**config.mk**
```make
export PLATFORM = sky130hd
export DESIGN_NAME = serial_adder_ctrl
export DESIGN_NICKNAME = d
export VERILOG_FILES = /design/src/rtl/serial_adder_pkg.sv /design/src/rtl/full_adder.sv /design/src/rtl/serial_adder_ctrl.sv
export SDC_FILE = /design/constraint.sdc
export NUM_CORES = 1
export LEC_CHECK = 0
export CAP_MARGIN = 20
export CORE_AREA = 2 2 59 61
export DETAILED_ROUTE_END_ITERATION = 7
export DIE_AREA = 0 0 61 63
export DONT_BUFFER_PORTS = 1
export GPL_TIMING_DRIVEN = 0
export PLACE_DENSITY = 0.67
export SLEW_MARGIN = 20
export SYNTH_ARGS = -nofsm -noshare
export SYNTH_HDL_FRONTEND = slang
export SYNTH_SLANG_ARGS = --single-unit
```
**constraint.sdc**
```tcl
create_clock -name clk -period 1.4 [get_ports clk]
set_input_delay 0.14 -clock clk [delete_from_list [all_inputs] [get_ports clk]]
set_output_delay 0.14 -clock clk [all_outputs]
set_load 0.005 [all_outputs]
```
**src/rtl/serial_adder_pkg.sv**
```systemverilog
// Shared types and defaults for the bit-serial adder controller.
package serial_adder_pkg;

    localparam int unsigned DEFAULT_WIDTH = 8;

    typedef enum logic [1:0] {
        IDLE,
        RUN,
        DONE
    } state_t;

endpackage

```
**src/rtl/full_adder.sv**
```systemverilog
// Single-bit full adder cell shared by the serial controller.
module full_adder (
    output logic s,
    output logic co,
    input  logic a,
    input  logic b,
    input  logic c
);

    always_comb begin
        s  = a ^ b ^ c;
        co = (a & b) | (a & c) | (b & c);
    end

endmodule

```
**src/rtl/serial_adder_ctrl.sv**
```systemverilog
// Bit-serial adder: one full_adder cell walks the operands LSB first, one bit per clock,
// with a registered carry between bits and a start/busy/done handshake.
module serial_adder_ctrl
    import serial_adder_pkg::*;
#(
    parameter int unsigned WIDTH = DEFAULT_WIDTH
) (
    input  logic             clk,
    input  logic             rst,
    input  logic             start,
    input  logic [WIDTH-1:0] a,
    input  logic [WIDTH-1:0] b,
    input  logic             cin,
    output logic             busy,
    output logic             done,
    output logic [WIDTH-1:0] sum,
    output logic             cout
);

    localparam int unsigned CW = $clog2(WIDTH + 1);
    localparam logic [CW-1:0] LAST = CW'(WIDTH - 1);

    state_t           state;
    logic [WIDTH-1:0] sa;
    logic [WIDTH-1:0] sb;
    logic             carry;
    logic [CW-1:0]    cnt;
    logic             fa_s;
    logic             fa_co;

    full_adder u_fa (
        .s  (fa_s),
        .co (fa_co),
        .a  (sa[0]),
        .b  (sb[0]),
        .c  (carry)
    );

    always_ff @(posedge clk) begin
        if (rst) begin
            state <= IDLE;
            busy  <= 1'b0;
            done  <= 1'b0;
            sa    <= '0;
            sb    <= '0;
            carry <= 1'b0;
            cnt   <= '0;
            sum   <= '0;
            cout  <= 1'b0;
        end else begin
            case (state)
                IDLE: begin
                    busy <= 1'b0;
                    done <= 1'b0;
                    if (start) begin
                        sa    <= a;
                        sb    <= b;
                        carry <= cin;
                        cnt   <= '0;
                        sum   <= '0;
                        cout  <= 1'b0;
                        busy  <= 1'b1;
                        state <= RUN;
                    end
                end
                RUN: begin
                    sa    <= sa >> 1;
                    sb    <= sb >> 1;
                    // Concatenate-then-shift keeps the WIDTH=1 case free of a reversed slice.
                    sum   <= WIDTH'({fa_s, sum} >> 1);
                    carry <= fa_co;
                    if (cnt == LAST) begin
                        // Counter parks at zero so it never runs past the last bit index.
                        cnt   <= '0;
                        cout  <= fa_co;
                        busy  <= 1'b0;
                        done  <= 1'b1;
                        state <= DONE;
                    end else begin
                        cnt <= cnt + CW'(1);
                    end
                end
                DONE: begin
                    done  <= 1'b0;
                    state <= IDLE;
                end
                default: begin
                    busy  <= 1'b0;
                    done  <= 1'b0;
                    state <= IDLE;
                end
            endcase
        end
    end

endmodule

```
## After elaboration in Yosys (flattened, before gate mapping)

Index checks and enable logic that the tools add are counted.

| storage, ports and cells | value |
|---|---|
| bits in registers | 34 |
| output and inout bits | 11 |

| operators by class | value |
|---|---|
| $add $sub $neg | 1 |
| bitwise operators | 9 |
| muxes and demuxes | 20 |
| reductions and logical operators | 7 |
| eq/ne operators | 5 |

Operator list:

| kind | count |
|---|---|
| 8-bit case mux with 2 select lines | 3 |
| 8-bit 2-to-1 mux | 3 |
| 4-bit 2-to-1 mux | 2 |
| 4-bit case mux with 2 select lines | 1 |
| 2-bit AND reduction | 3 |
| 1-bit 2-to-1 mux | 5 |
| 4-bit by 1-bit adder with 4-bit output (second input constant) | 1 |
| 4-bit by 3-bit == test with 1-bit output (second input constant) | 1 |
| 2-bit 2-to-1 mux | 2 |
| 2-bit != test (second input constant) | 2 |
| 1-bit case mux with 2 select lines | 2 |
| 2-bit case mux with 2 select lines | 1 |
| 1-bit AND | 3 |
| 1-bit case mux with 3 select lines | 1 |
| 3-bit AND reduction | 1 |
| 2-bit by 1-bit == test with 1-bit output (second input constant) | 1 |
| 2-bit == test (second input constant) | 1 |
| 2-bit logical NOT | 1 |
| 1-bit NOT | 2 |
| 1-bit OR | 2 |
| 2-bit nonzero test | 1 |
| 2-bit OR reduction | 1 |
| 1-bit XOR | 2 |

## Logic depth before layout (Yosys ltp)

| logic depth | value |
|---|---|
| word-level depth | 5 |
| gate-level depth with buffers | 5 |
| depth with buffers taken out | 4 |

## Cells and area by module

Synthesis repeated with hierarchy kept, for this count alone.

| second synthesis, totals | value |
|---|---|
| cell total of the unflattened synthesis | 166 |
| area, all modules | 1425.1 um2 |

By module, submodules not included:

| module | area an instance (um2) | instances | seq. area each (um2) | cells each |
|---|---|---|---|---|
| serial_adder_ctrl | 1405.1 | 1 | 680.7 | 165 |
| full_adder | 20.0 | 1 | 0.0 | 1 |

## Least setup slack after synthesis

No wires, ideal clock.

| timing path | value |
|---|---|
| path kind | register -> register |
| start | register carry |
| end | register cout |
| slack | 0.054 ns |
| period minus slack after synthesis | 1.346 ns |
| arrival | 1.270 ns |
| library setup time | 0.076 ns |
| data required time | 1.324 ns |
| stages on the path, launching flop included | 5 |
| path buffers | 0 |
| path through | dfxtp_1 -> inv_1 -> fa_1 -> or3_1 -> a31oi_1 |

| between the ends | value |
|---|---|
| word-level cells in the longest chain between the ends | 5 |

RTL lines:

| item | RTL line | text |
|---|---|---|
| start: declaration | serial_adder_ctrl.sv:26 | `logic carry;` |
| start signal: assignment | serial_adder_ctrl.sv:58 | `carry <= cin;` |
| start signal: assignment | serial_adder_ctrl.sv:71 | `carry <= fa_co;` |
| 1-bit AND | full_adder.sv:12 | `co = (a & b) \| (a & c) \| (b & c);` |
| 1-bit OR | full_adder.sv:12 |  |
| 1-bit OR * | full_adder.sv:12 |  |
| 1-bit 2-to-1 mux * | serial_adder_ctrl.sv:72 | `if (cnt == LAST) begin` |
| 1-bit case mux with 2 select lines * | serial_adder_ctrl.sv:51 | `case (state)` |
| end signal: assignment | serial_adder_ctrl.sv:75 | `cout <= fa_co;` |
| end: declaration | serial_adder_ctrl.sv:17 | `output logic cout` |

Every way passes the cells marked *; elsewhere a longest branch is shown, timed or not. The select of a mux whose other input is x is not followed.
A chain may end at the register's enable or synchronous reset.

## Worst setup path after layout

| timing path | value |
|---|---|
| start | register sa[0] |
| end | register cout |

| between the ends | value |
|---|---|
| word-level cells in the longest chain between the ends | 5 |

RTL lines:

| item | RTL line | text |
|---|---|---|
| start: declaration | serial_adder_ctrl.sv:24 | `logic [WIDTH-1:0] sa;` |
| start signal: assignment | serial_adder_ctrl.sv:67 | `sa <= sa >> 1;` |
| 1-bit AND | full_adder.sv:12 |  |
| 1-bit OR * (2 in a row) | full_adder.sv:12 |  |
| 1-bit 2-to-1 mux * | serial_adder_ctrl.sv:72 |  |
| 1-bit case mux with 2 select lines * | serial_adder_ctrl.sv:51 |  |

Marked as above.

==> summary.md <==
| Metric | Value |
|---|---|
| Area grow syn2layout | 21.24% |
| Final worst path period need | between 1 and 1.5 ns |
| DR WL/cell | 14.92 um |
| Final setup vio count | 0 |
| R2r setup slk | 0.08 ns |
| Syn nets | approximately 190 |
| TNS Setup | 0 ns |
| DRT Wirelength | approximately 3600 um |
| TritonCTS Sinks | 34 |
| CTS Root Cell | clkbuf_4 |
| Clk_lat worst skew | ~0.34 ns |
| Crit path buf inv count | 1 |
| Area leader, netlist | dfxtp_1 |
| Fin Hold WS | roughly 0.029 ns |
| Largest net degree at the start of global routing | 11 |
| Total core area | 3232 um2 |
| Fillers | between 200 and 300 |
| Mapped cell area | 1549 um2 |
| GRT overflow | 0 |
| Startpoint types | register |
| Synth warnings | 0 |
| Worst slew pin tran | ~0.64 ns |
| Clk slew on worst S/H paths | 0.10 ns |
| MaxCap Viol Count | 0 |
| Max VDD drop | ~0.57 mV |
| Fraction of layout cells with a size suffix above 1 | 25.00% |
| Flops & latches, synth | 34 |
| Die Y | ~63 um |
| Post-synthesis sequential area ratio | roughly 44% |
| Antenna cells | 0 |
| Nets | roughly 210 |
| Leak Pwr | roughly 0.7 nW |
| Post-DP HPWL | approximately 2400 um |
| CP max stage delay | ~0.37 ns |
| Distinct cell type count after synthesis | 39 |
| Unrepaired setup endpoints after global routing | false |
| Hold endpoint | sa[7] |
| FP Rows | 21 |
| Layout Skew | approximately 0.0034 ns |
| Routed vias | roughly 1,300 |
| First-pass GRT wire length | about 5900 um |
| Type of the most critical hold path | in -> reg |
| Die X | 61 um |
| Commonest non-fill, non-tap cell in the layout | dfxtp_1 |
| IO Count | 31 |
| Share of the synthesized area in the top cell type | 43.94% |
| Starting DRT DRC Count | a little under 70 |
| CP delay by family, top | adder cells |
| Buffers on Ports | 0 |
| Max H-tree Level | 2 |
| First-pass iteration count of the detailed router | 4 |
| Die area | a little under 4000 um2 |
| PD cells | 1084 nW/um2 |
| Mean Syn Cell Area | just over 9 um2 |
| Slew Limit Fails | 0 |
| Bufs on Longest Clock Path | 2 |
| Cell Chain, Critical Path | inv_2, fa_2, or3_1, a31oi_1 |
| Crit end category | register |
| Most frequent cells in the layout | dfxtp_1, nor2_1, nand2_1 |
| CP max FO | 2 |
| Reg-to-Reg End | cout |
| Post-DRT Antenna Nets | 0 |
| Hold_sp | a[7] |
| Crit Path Category | reg -> reg |
| FF-to-FF path depth | 4 |
| CP max-delay cell | fa_2 |
| Final Total Pwr | ~2 mW |
| Syn Inst Count | between 150 and 200 |
| Gr usage total | around a fifth |
| Status | finished, final reports clean |
| Arrival time at the worst endpoint | 1.59 ns |
| Final hold vios | 0 |
| Vias per cell | approximately 5.4 |
| Worst EP required | about 1.7 ns |
| Hold path cells | 2 |
| Placer Congestion | between 0.8 and 0.9 |
| R2r startpoint | sa[0] |
| CTS tree | built |
| Rel. slew slack | 57.60% |
| Starting Density | a little under half |
| Fmax | between 700 and 800 MHz |
| Initial antenna violation count | 0 |
| Remaining DRCs | 0 |
| Area contributors post-synth | dfxtp_1, a211oi_2, nor2_1, nand2_1, a21oi_2 |
| Cts bufs inserted | 5 |
| Vias in the first global route | 1,312 |
| Period utilization | 94.23% |
[cells in the mapped netlist, drive strengths merged]
library cell	instances
a311oi	1
ha	1
a21oi	18
dfxtp	34
o211a	1
nor2b	3
a2111o	1
inv	3
and2b	1
and3b	1
fa	1
nor2	23
and2	1
or3	2
nor3	3
or2	1
nand2	21
a31oi	2
o21bai	2
buf	8
a2bb2oi	1
nand3b	1
a221oi	2
a211oi	13
clkbuf	5
nand2b	1
o22ai	2
o21a	1
nand3	4
a22oi	8
o21ba	1
[kinds of logic after synthesis]
family / count (synthesis) / synth area share (%)
flip-flops: 34 / 43.94
adder cells (fa/ha/maj): 2 / 2.100
AO/OA/AOI/OAI: 53 / 29.48
AND/OR/NAND/NOR: 62 / 18.01
buffers and inverters: 16 / 6.462
[stage by stage]
step / setup WS, ns / util (%) / std cells / instance area (um2)
finish: 0.08073 / 58.11 / 238 / 1878
global route: 0.006551 / 58.11 / 238 / 1878
CTS: 0.02445 / 57.30 / 237 / 1852
detailed placement: -0.09223 / 49.71 / 213 / 1607
global placement: -0.01016 / 49.71 / 213 / 1607
floorplan: 0.05370 / - / 167 / 1549
[worst register-to-register path: stages, from the launching register on]
cell and delay, ns:
dfxtp_2 0.35, inv_2 0.04, fa_2 0.37, or3_1 0.34, a31oi_1 0.15
[worst max-delay path by stage]
stage | startpoint | end | slack (ns) | depth (start not counted)
2_1_floorplan | carry | cout | 0.05 | 4
6_report | sa[0] | cout | 0.08 | 4
5_1_grt | sa[0] | cout | 0.007 | 4
3_5_place_dp | state[1] | sb[6] | -0.09 | 4
3_3_place_gp | state[1] | sb[2] | -0.01 | 4
4_1_cts | cnt[0] | cout | 0.02 | 4
[per-layer routing]
metal	share of wire, %	track usage, %	vias up
li1	-	-	644
met1	42	24.49	612
met2	51	34.27	29
met3	5.3	6.004	7
met4	1.5	8.967	0
met5	0	0	-
[area by class of cell]
type / instances / area (um2) / area share [%]
inverter: 3 / 11.26 / 0.5996
sequential: 34 / 686.9 / 36.58
multi-input combinational: 117 / 783.3 / 41.71
buffer: 13 / 92.59 / 4.930
timing repair buffer: 17 / 167.7 / 8.927
tap: 46 / 57.56 / 3.065
clock buffer: 8 / 78.83 / 4.197
[registers in the layout, summed over array words and instances (netlist names)]
signal and cells:
sa 8, done 1, cnt 4, carry 1, busy 1, sum 8, state 2, sb 8
cout 1
[what timing repair did]
item                       in CTS  in global routing
setup endpoints to repair       9                 17
pin swaps                       0                  3
hold buffers                   16                  0
gates resized for setup         3                  8
buffers inserted                0                  1
hold endpoints to repair       16                  0
[where the power goes]
part / leakage (nW) / total (mW) / internal (mW) / switching, mW
combinational: 0.373 / 0.302 / 0.140 / 0.162
sequential: 0.281 / 1.06 / 1.02 / 0.0384
clock: 0.0446 / 0.677 / 0.343 / 0.334
Note: power is estimated with default switching activity, not from simulation.
